## src/rtl/proc_hazard_pkg.sv

```systemverilog
// Shared types for the hazard unit: op classes, bypass-select codes and the
// per-stage control slice carried through X, M and W.
package proc_hazard_pkg;

  typedef enum logic [1:0] {
    CLS_ALU  = 2'd0,
    CLS_MUL  = 2'd1,
    CLS_LW   = 2'd2,
    CLS_NONE = 2'd3
  } cls_e;

  localparam logic [1:0] BYP_RF = 2'd0;
  localparam logic [1:0] BYP_X  = 2'd1;
  localparam logic [1:0] BYP_M  = 2'd2;
  localparam logic [1:0] BYP_W  = 2'd3;

  // Slices hold rd at a fixed width; the top zero-extends narrower addresses.
  localparam int unsigned SliceAw = 8;

  typedef struct packed {
    logic               val;
    logic               wen;
    logic [SliceAw-1:0] rd;
    cls_e               cls;
  } slice_t;

  localparam slice_t SLICE_BUBBLE = '{val: 1'b0, wen: 1'b0, rd: '0, cls: CLS_ALU};

  // A slice that architecturally writes a register (x0 never counts).
  function automatic logic writes_reg(slice_t s);
    return s.val & s.wen & (s.rd != '0);
  endfunction

endpackage

```

## src/rtl/proc_hazard_stage_reg.sv

```systemverilog
// One pipeline-stage control slice: async-reset, enable-gated register.
module proc_hazard_stage_reg
  import proc_hazard_pkg::*;
(
  input  logic   clk_i,
  input  logic   rst_i,
  input  logic   en_i,
  input  slice_t d_i,
  output slice_t q_o
);

  slice_t slice_q;

  always_ff @(posedge clk_i or posedge rst_i) begin
    if (rst_i) begin
      slice_q <= '0;
    end else if (en_i) begin
      slice_q <= d_i;
    end
  end

  assign q_o = slice_q;

endmodule

```

## src/rtl/proc_hazard_unit.sv

```systemverilog
// Hazard unit for the 5-stage pipeline: owns X/M/W control slices, holds X for a
// multi-cycle MUL, and produces stall, bypass-select and RF-write controls.
module proc_hazard_unit
  import proc_hazard_pkg::*;
#(
  parameter int unsigned AW      = 5,
  parameter int unsigned MUL_LAT = 3,
  parameter int unsigned CW      = $clog2(MUL_LAT + 1)
) (
  input  logic          clk,
  input  logic          rst,
  input  logic          d_val,
  input  logic          d_squash,
  input  logic          d_rs1_en,
  input  logic [AW-1:0] d_rs1,
  input  logic          d_rs2_en,
  input  logic [AW-1:0] d_rs2,
  input  logic          d_wen,
  input  logic [AW-1:0] d_rd,
  input  logic [1:0]    d_cls,
  output logic          stall_D,
  output logic          reg_en_F,
  output logic          reg_en_D,
  output logic          busy_X,
  output logic          mul_start_X,
  output logic [1:0]    op1_byp_sel_D,
  output logic [1:0]    op2_byp_sel_D,
  output logic          val_X,
  output logic          val_M,
  output logic          val_W,
  output logic          rf_wen_W,
  output logic [AW-1:0] rf_waddr_W
);

  slice_t x_q, m_q, w_q;
  slice_t x_d, m_d;
  logic [CW-1:0] cnt_q, cnt_d;
  logic mul_start_q, mul_start_d;
  logic issue, d_is_mul;
  logic x1, x2, m1, m2, w1, w2, raw_stall;

  function automatic logic writer_match(slice_t s, logic [AW-1:0] rs, logic rs_en, logic dv);
    return writes_reg(s) & (s.rd == SliceAw'(rs)) & rs_en & dv;
  endfunction

  assign busy_X   = x_q.val & (cnt_q != '0);
  assign d_is_mul = (d_cls == CLS_MUL);

  assign x1 = writer_match(x_q, d_rs1, d_rs1_en, d_val);
  assign x2 = writer_match(x_q, d_rs2, d_rs2_en, d_val);
  assign m1 = writer_match(m_q, d_rs1, d_rs1_en, d_val);
  assign m2 = writer_match(m_q, d_rs2, d_rs2_en, d_val);
  assign w1 = writer_match(w_q, d_rs1, d_rs1_en, d_val);
  assign w2 = writer_match(w_q, d_rs2, d_rs2_en, d_val);

  // A busy MUL or an LW in X cannot forward yet.
  assign raw_stall = (x1 | x2) & (busy_X | (x_q.cls == CLS_LW));
  assign stall_D   = d_val & ~d_squash & (raw_stall | busy_X);
  assign reg_en_F  = ~stall_D;
  assign reg_en_D  = ~stall_D;
  assign issue     = d_val & ~d_squash & ~stall_D;

  always_comb begin
    op1_byp_sel_D = BYP_RF;
    if (x1 & ~stall_D)   op1_byp_sel_D = BYP_X;
    else if (m1)         op1_byp_sel_D = BYP_M;
    else if (w1)         op1_byp_sel_D = BYP_W;
    op2_byp_sel_D = BYP_RF;
    if (x2 & ~stall_D)   op2_byp_sel_D = BYP_X;
    else if (m2)         op2_byp_sel_D = BYP_M;
    else if (w2)         op2_byp_sel_D = BYP_W;
  end

  always_comb begin
    x_d         = SLICE_BUBBLE;
    cnt_d       = '0;
    mul_start_d = 1'b0;
    if (issue) begin
      x_d = '{val: 1'b1, wen: d_wen, rd: SliceAw'(d_rd), cls: cls_e'(d_cls)};
    end
    if (busy_X) begin
      cnt_d = cnt_q - CW'(1);
    end else if (issue & d_is_mul) begin
      cnt_d       = CW'(MUL_LAT - 1);
      mul_start_d = 1'b1;
    end
    m_d = busy_X ? SLICE_BUBBLE : x_q;
  end

  always_ff @(posedge clk or posedge rst) begin
    if (rst) begin
      cnt_q       <= '0;
      mul_start_q <= 1'b0;
    end else begin
      cnt_q       <= cnt_d;
      mul_start_q <= mul_start_d;
    end
  end

  proc_hazard_stage_reg u_x_reg (
    .clk_i (clk),
    .rst_i (rst),
    .en_i  (~busy_X),
    .d_i   (x_d),
    .q_o   (x_q)
  );

  proc_hazard_stage_reg u_m_reg (
    .clk_i (clk),
    .rst_i (rst),
    .en_i  (1'b1),
    .d_i   (m_d),
    .q_o   (m_q)
  );

  proc_hazard_stage_reg u_w_reg (
    .clk_i (clk),
    .rst_i (rst),
    .en_i  (1'b1),
    .d_i   (m_q),
    .q_o   (w_q)
  );

  assign mul_start_X = mul_start_q & x_q.val & (x_q.cls == CLS_MUL);
  assign val_X       = x_q.val;
  assign val_M       = m_q.val;
  assign val_W       = w_q.val;
  assign rf_wen_W    = writes_reg(w_q);
  assign rf_waddr_W  = rf_wen_W ? w_q.rd[AW-1:0] : '0;

endmodule

```

## config.mk

```make
export PLATFORM = sky130hd
export DESIGN_NAME = proc_hazard_unit
export DESIGN_NICKNAME = d
export VERILOG_FILES = /design/src/rtl/proc_hazard_pkg.sv /design/src/rtl/proc_hazard_stage_reg.sv /design/src/rtl/proc_hazard_unit.sv
export SDC_FILE = /design/constraint.sdc
export NUM_CORES = 1
export LEC_CHECK = 0
export ABC_AREA = 1
export CAP_MARGIN = 20
export CORE_UTILIZATION = 54
export CTS_BUF_LIST = sky130_fd_sc_hd__clkbuf_8
export DETAILED_ROUTE_END_ITERATION = 7
export PLACE_DENSITY = 0.86
export SETUP_SLACK_MARGIN = 0.3
export SLEW_MARGIN = 20
export SYNTH_ARGS = -nofsm -noshare
export SYNTH_HDL_FRONTEND = slang
export SYNTH_SLANG_ARGS = --single-unit
export TNS_END_PERCENT = 10
```

## constraint.sdc

```tcl
create_clock -name clk -period 4.8 [get_ports clk]
set_clock_uncertainty 0.2 [all_clocks]
set_input_delay 0.72 -clock clk [delete_from_list [all_inputs] [get_ports clk]]
set_output_delay 0.72 -clock clk [all_outputs]
set_load 0.01 [all_outputs]
```

Word-level counts from Yosys, hierarchy flattened
Index checks and enable logic that the tools add are counted.
{ "totals": {"output_inout_bits": 18, "romBits": 0, "memories": 0, "register_bits": 35, "elab_cells": 78, "latch_bits": 0, "ramBits": 0} }
{ "op_classes": {"add_sub_neg": 1, "reduce_logical": 4, "mul": 0, "mux": 13, "div": 0, "bitwise": 39, "order_cmp": 0, "n_eq_ne": 9, "n_shift": 0} }
{ "ops": {"columns": ["operator", "n"], "rows": [
  ["$eq A8 B5 Y1", 6],
  ["$and A1 B1 Y1", 34],
  ["$mux W12", 2],
  ["$reduce_bool A8 Y1", 3],
  ["$mux W2", 8],
  ["$mux W5", 1],
  ["$eq A2 B1 Y1 const B", 2],
  ["$or A1 B1 Y1", 3],
  ["$eq A2 B2 Y1 const B", 1],
  ["$mux W1", 2],
  ["$not A1 Y1", 2],
  ["$reduce_bool A2 Y1", 1],
  ["$sub A2 B1 Y2 const B", 1]
]} }

Longest topological paths before layout
{ "logic_depth": {"ltp_word": 14, "mapped_depth": 12, "depth_no_buf": 12} }

Cells and area by module
Synthesis repeated with hierarchy kept, for this count alone.
{ "hier_totals": {"hier_cells": 369, "area_unflattened_um2": 2407.3} }
{ "by_module_without_submodules": {"columns": ["module", "instances", "area_each_um2", "cells_per_inst"], "rows": [
  ["proc_hazard_stage_reg", 3, 461.7, 52],
  ["proc_hazard_unit", 1, 1022.2, 213]
]} }

Worst setup path before layout
No wires, ideal clock.
{ "synth_path": {"path_type": "input port to output port", "from": "input d_rs2[1]", "to": "output op1_byp_sel_D[1]", "arrival_ps": 1601, "stages": 9, "setup_slack_ps": 2279, "t_required_ps": 3880, "cell_sequence": "inv_1 -> nor2_1 -> nor3_2 -> nand3_2 -> nand2_2 -> nand2_4 -> nand2_4 -> nand2_4 -> a21oi_2"} }
{ "synth_via": {"elab_chain_cells": 11} }
{ "synth_lines": {"columns": ["item", "line_no", "rtl"], "rows": [
  ["from (decl)", "proc_hazard_unit.sv:17", "input logic [AW-1:0] d_rs2,"],
  ["$eq A8 B5 Y1", "proc_hazard_unit.sv:43", "return writes_reg(s) & (s.rd == SliceAw'(rs)) & rs_en & dv;"],
  ["$and A1 B1 Y1 (3 in series)", "proc_hazard_unit.sv:43", null],
  ["$or A1 B1 Y1", "proc_hazard_unit.sv:57", "assign raw_stall = (x1 | x2) & (busy_X | (x_q.cls == CLS_LW));"],
  ["$and A1 B1 Y1", "proc_hazard_unit.sv:57", null],
  ["$or A1 B1 Y1", "proc_hazard_unit.sv:58", "assign stall_D = d_val & ~d_squash & (raw_stall | busy_X);"],
  ["$and A1 B1 Y1", "proc_hazard_unit.sv:58", null],
  ["$not A1 Y1", null, null],
  ["net reg_en_D", "proc_hazard_unit.sv:23", "output logic reg_en_D,"],
  ["$and A1 B1 Y1", "proc_hazard_unit.sv:65", "if (x1 & ~stall_D) op1_byp_sel_D = BYP_X;"],
  ["$mux W2", "proc_hazard_unit.sv:65", null],
  ["to (decl)", "proc_hazard_unit.sv:26", "output logic [1:0] op1_byp_sel_D,"]
]} }
The timed path passes the listed nets, and every way through them passes these cells.

Worst setup path in the final report
{ "layout_path": {"from": "input d_rs2[3]", "to": "output op2_byp_sel_D[1]"} }
{ "layout_via": {"elab_chain_cells": 11} }
{ "layout_lines": {"columns": ["item", "line_no", "rtl"], "rows": [
  ["$eq A8 B5 Y1", "proc_hazard_unit.sv:43", null],
  ["$and A1 B1 Y1 (3 in series)", "proc_hazard_unit.sv:43", null],
  ["$or A1 B1 Y1", "proc_hazard_unit.sv:57", null],
  ["$and A1 B1 Y1", "proc_hazard_unit.sv:57", null],
  ["$or A1 B1 Y1", "proc_hazard_unit.sv:58", null],
  ["$and A1 B1 Y1", "proc_hazard_unit.sv:58", null],
  ["$not A1 Y1", "proc_hazard_unit.sv:69", "if (x2 & ~stall_D) op2_byp_sel_D = BYP_X;"],
  ["$and A1 B1 Y1", "proc_hazard_unit.sv:69", null],
  ["$mux W2 *", "proc_hazard_unit.sv:69", null],
  ["to (decl)", "proc_hazard_unit.sv:27", "output logic [1:0] op2_byp_sel_D,"]
]} }
Mark *: on every way between the ends. The rest lies on a longest branch, timed or not.

==> results by group <==
Global route
  • Grt ovf: 0
  • GRT Util Overall: a little over a quarter
  • Initial antenna violation count: 0
  • Largest net degree at the start of global routing: 27
  • First-pass GRT wire length: 6.82 mm
  • Vias in the first global route: 1533

Clock tree
  • Sink Count: 26
  • Root buf cell: clkbuf_8
  • Post-CTS sizing: 0
  • CTS tree: built
  • H-tree depth: 1
  • CTS clk-pin slew, worst paths: 80 ps
  • Hold_buf cts: 0
  • Later-pin clock latency in the skew report: around 260 ps
  • CTS max path bufs: 2
  • CTS buffer count: 3
  • Post-CTS Setup Bufs: 0

Pwr
  • Switching power: 117 uW
  • Gate power share: 20.1%
  • Clock power share: around a quarter
  • Switching Share: between 20% and 30%
  • P per Cell Area: 210 nW/um2
  • Internal: 326 uW
  • Power share of the sequential group: 54.1%
  • Worst vdd ir: between 0.0002 and 0.00025 V
  • P_leak: 1.10 nW

Synth
  • #FFs+latches synth: 26
  • Post-synthesis cell count: about 230
  • Distinct cells, synth: 28
  • Sequential fraction of the synthesis area: 39.9%
  • Syn Area/Cell: 7.16 um2
  • Largest cells by area after synthesis: dfrtp_1 40%, nand2_1 14%, inv_1 8.7%
  • Synth Cell Area: 1630 um2
  • Primary FF master, synth: dfrtp_1
  • Syn Nets: 253
  • Leading area contributor after synthesis: dfrtp_1
  • Synth warn: 0
  • Yosys top cell area share: 39.9%
  • Ys async rst share: 100%
  • Post-synth EDFFs: 0

Routing
  • DRT iter0 DRCs: 50
  • Via density: 5.28
  • WL/cell: 13.2 um
  • DRC errors left: 8
  • Vias: 1588
  • Routed Antenna Nets: 0
  • Total Routed Length: roughly 4.0 mm
  • Pre-Repair DR Iteration Count: 6

Critical path
  • Critical path data arrival time: 2790 ps
  • Internal reg-to-reg setup slack: 3150 ps
  • WP buf/inv: 4
  • Crit Path Max Fanout: 4
  • Reg-to-reg endpoint: u_x_reg.q_o[2]
  • Crit-path cells: clkdlybuf4s50_1 -> inv_1 -> nand2_1 -> nand4_1 -> nor3_1 -> nand2_1 -> nand2_1 -> inv_1 -> a21oi_2 -> clkdlybuf4s50_1
  • WS Path Type: input pin to primary output
  • Critical path endpoint category: primary output
  • RR Startpoint: u_x_reg.q_o[5]
  • WP data required: 3880 ps
  • Crit path capture: op2_byp_sel_D[1]
  • CP peak stage delay: 580 ps
  • R2R cell count: 9
  • Crit-path slowest cell: clkdlybuf4s50_1
  • Top delay family on crit path: buffers and inverters
  • WP depth: 10
  • Crit. Startpoint: d_rs2[3]
  • CP most frequent cell: nand2_1
  • Crit start category: input pin

Final layout
  • Syn-to-layout area delta: 29.4%
  • Diode count: 0
  • # fillers: around 210
  • Share of cells above drive strength 1: 9.26%
  • Most frequent cells in the layout: 61 x nand2_1, 41 x clkdlybuf4s50_1, 38 x inv_1
  • Most common cell after layout, fill and taps aside: nand2_1
  • Finished Layout Cells: 301
  • Net count, final: 297

Timing
  • Hold WS: roughly 180 ps
  • Worst rel slew slack: 39.3%
  • Tcrit/Tclk final: roughly 77%
  • Max Clock Freq: 270 MHz
  • Setup TNS after final layout: 0 ps
  • Final setup fails: 0
  • Tmin final: 3710 ps
  • Slew @ Worst Pin: 910 ps
  • Fin. max-slew vios: 0
  • Endpoints failing hold: 0
  • RSZ-0062 raised after global routing: false

Die
  • Die width: around 57 um
  • Ports: 42
  • Core area: between 2000 and 3000 um2
  • Die area: 3250 um2
  • Starting Density: 58.2%
  • Die height: roughly 57 um
  • Row count: 19

Run
  • Max-cap violations: 0

Outcome
  • Failing checks: DRC
  • Status: finished with violations

Placement
  • Placed cell count: between 200 and 300
  • Post-detailed-placement half-perimeter wirelength: roughly 3.2 mm
  • # port buffers: between 40 and 50
  • Global placement routability congestion: 0.950

Min path
  • Hold/Removal Path Class: register to register
sequential cells by signal (all words and copies together) (netlist names):
name	cells
cnt_q	2
mul_start_q	1
u_m_reg.q_o	7
u_w_reg.q_o	7
u_x_reg.q_o	9
worst min-delay path by stage:
stage	startpoint	to	slack [ps]	depth (start not counted)
after CTS	u_m_reg.q_o[3]	u_w_reg.q_o[3]	180	0
after detailed placement	u_m_reg.q_o[3]	u_w_reg.q_o[3]	160	0
after global placement	u_m_reg.q_o[3]	u_w_reg.q_o[3]	160	0
final	u_m_reg.q_o[3]	u_w_reg.q_o[3]	180	0
after global routing	u_m_reg.q_o[10]	u_w_reg.q_o[10]	210	0
after floorplan	u_m_reg.q_o[3]	u_w_reg.q_o[3]	150	0
power groups by stage:
stage                     clock network, mW  registers, mW  logic (mW)
after CTS                             0.117          0.240      0.0893
after global placement                    0          0.243      0.0872
final                                 0.115          0.240      0.0892
after detailed placement                  0          0.244      0.0886
after global routing                  0.127          0.241      0.0999
after floorplan                           0          0.242      0.0483
Yosys cell counts (6+ instances only):
library cell,n
xor2_1,6
dfrtp_1,26
nand4_1,9
inv_1,38
nor2_1,20
o21ai_1,8
nor3_1,6
inv_2,8
nand3_1,13
nand2_1,61
a21oi_1,8
layer usage:
layer / global-route usage (%) / wire, um
met1: 34.1 / 1690
met2: 46.7 / 1910
met3: 4.08 / 242
met4: 12.5 / 140
met5: 0 / 0
layout make-up:
type	instances	area (um2)	area share, %
clock buffers	3	41.3	1.96
inverters	46	173	8.18
multi-input cells	154	797	37.8
flip-flops and latches	26	651	30.8
well taps	31	38.8	1.84
repair buffers	41	410	19.4
per-stage QoR:
stage	util, %	setup WS [ps]	power [mW]	cell area, um2
floorplan	-	2280	0.290	1630
detailed placement	73.8	1110	0.332	2070
finish	75.2	1090	0.444	2110
global route	75.2	937	0.468	2110
CTS	75.2	1110	0.445	2110
global placement	73.8	1160	0.331	2070
logic make-up after synthesis:
family | after synthesis | synth area share [%]
AOI/OAI and AO/OA | 23 | 7.90
buffers and inverters | 48 | 11.3
DFF | 26 | 39.9
xor gates and xnor gates | 8 | 4.29
and+or+nand+nor | 122 | 35.9
adders and majority gates | 1 | 0.767
No activity file was read; power rests on OpenSTA's default activity.
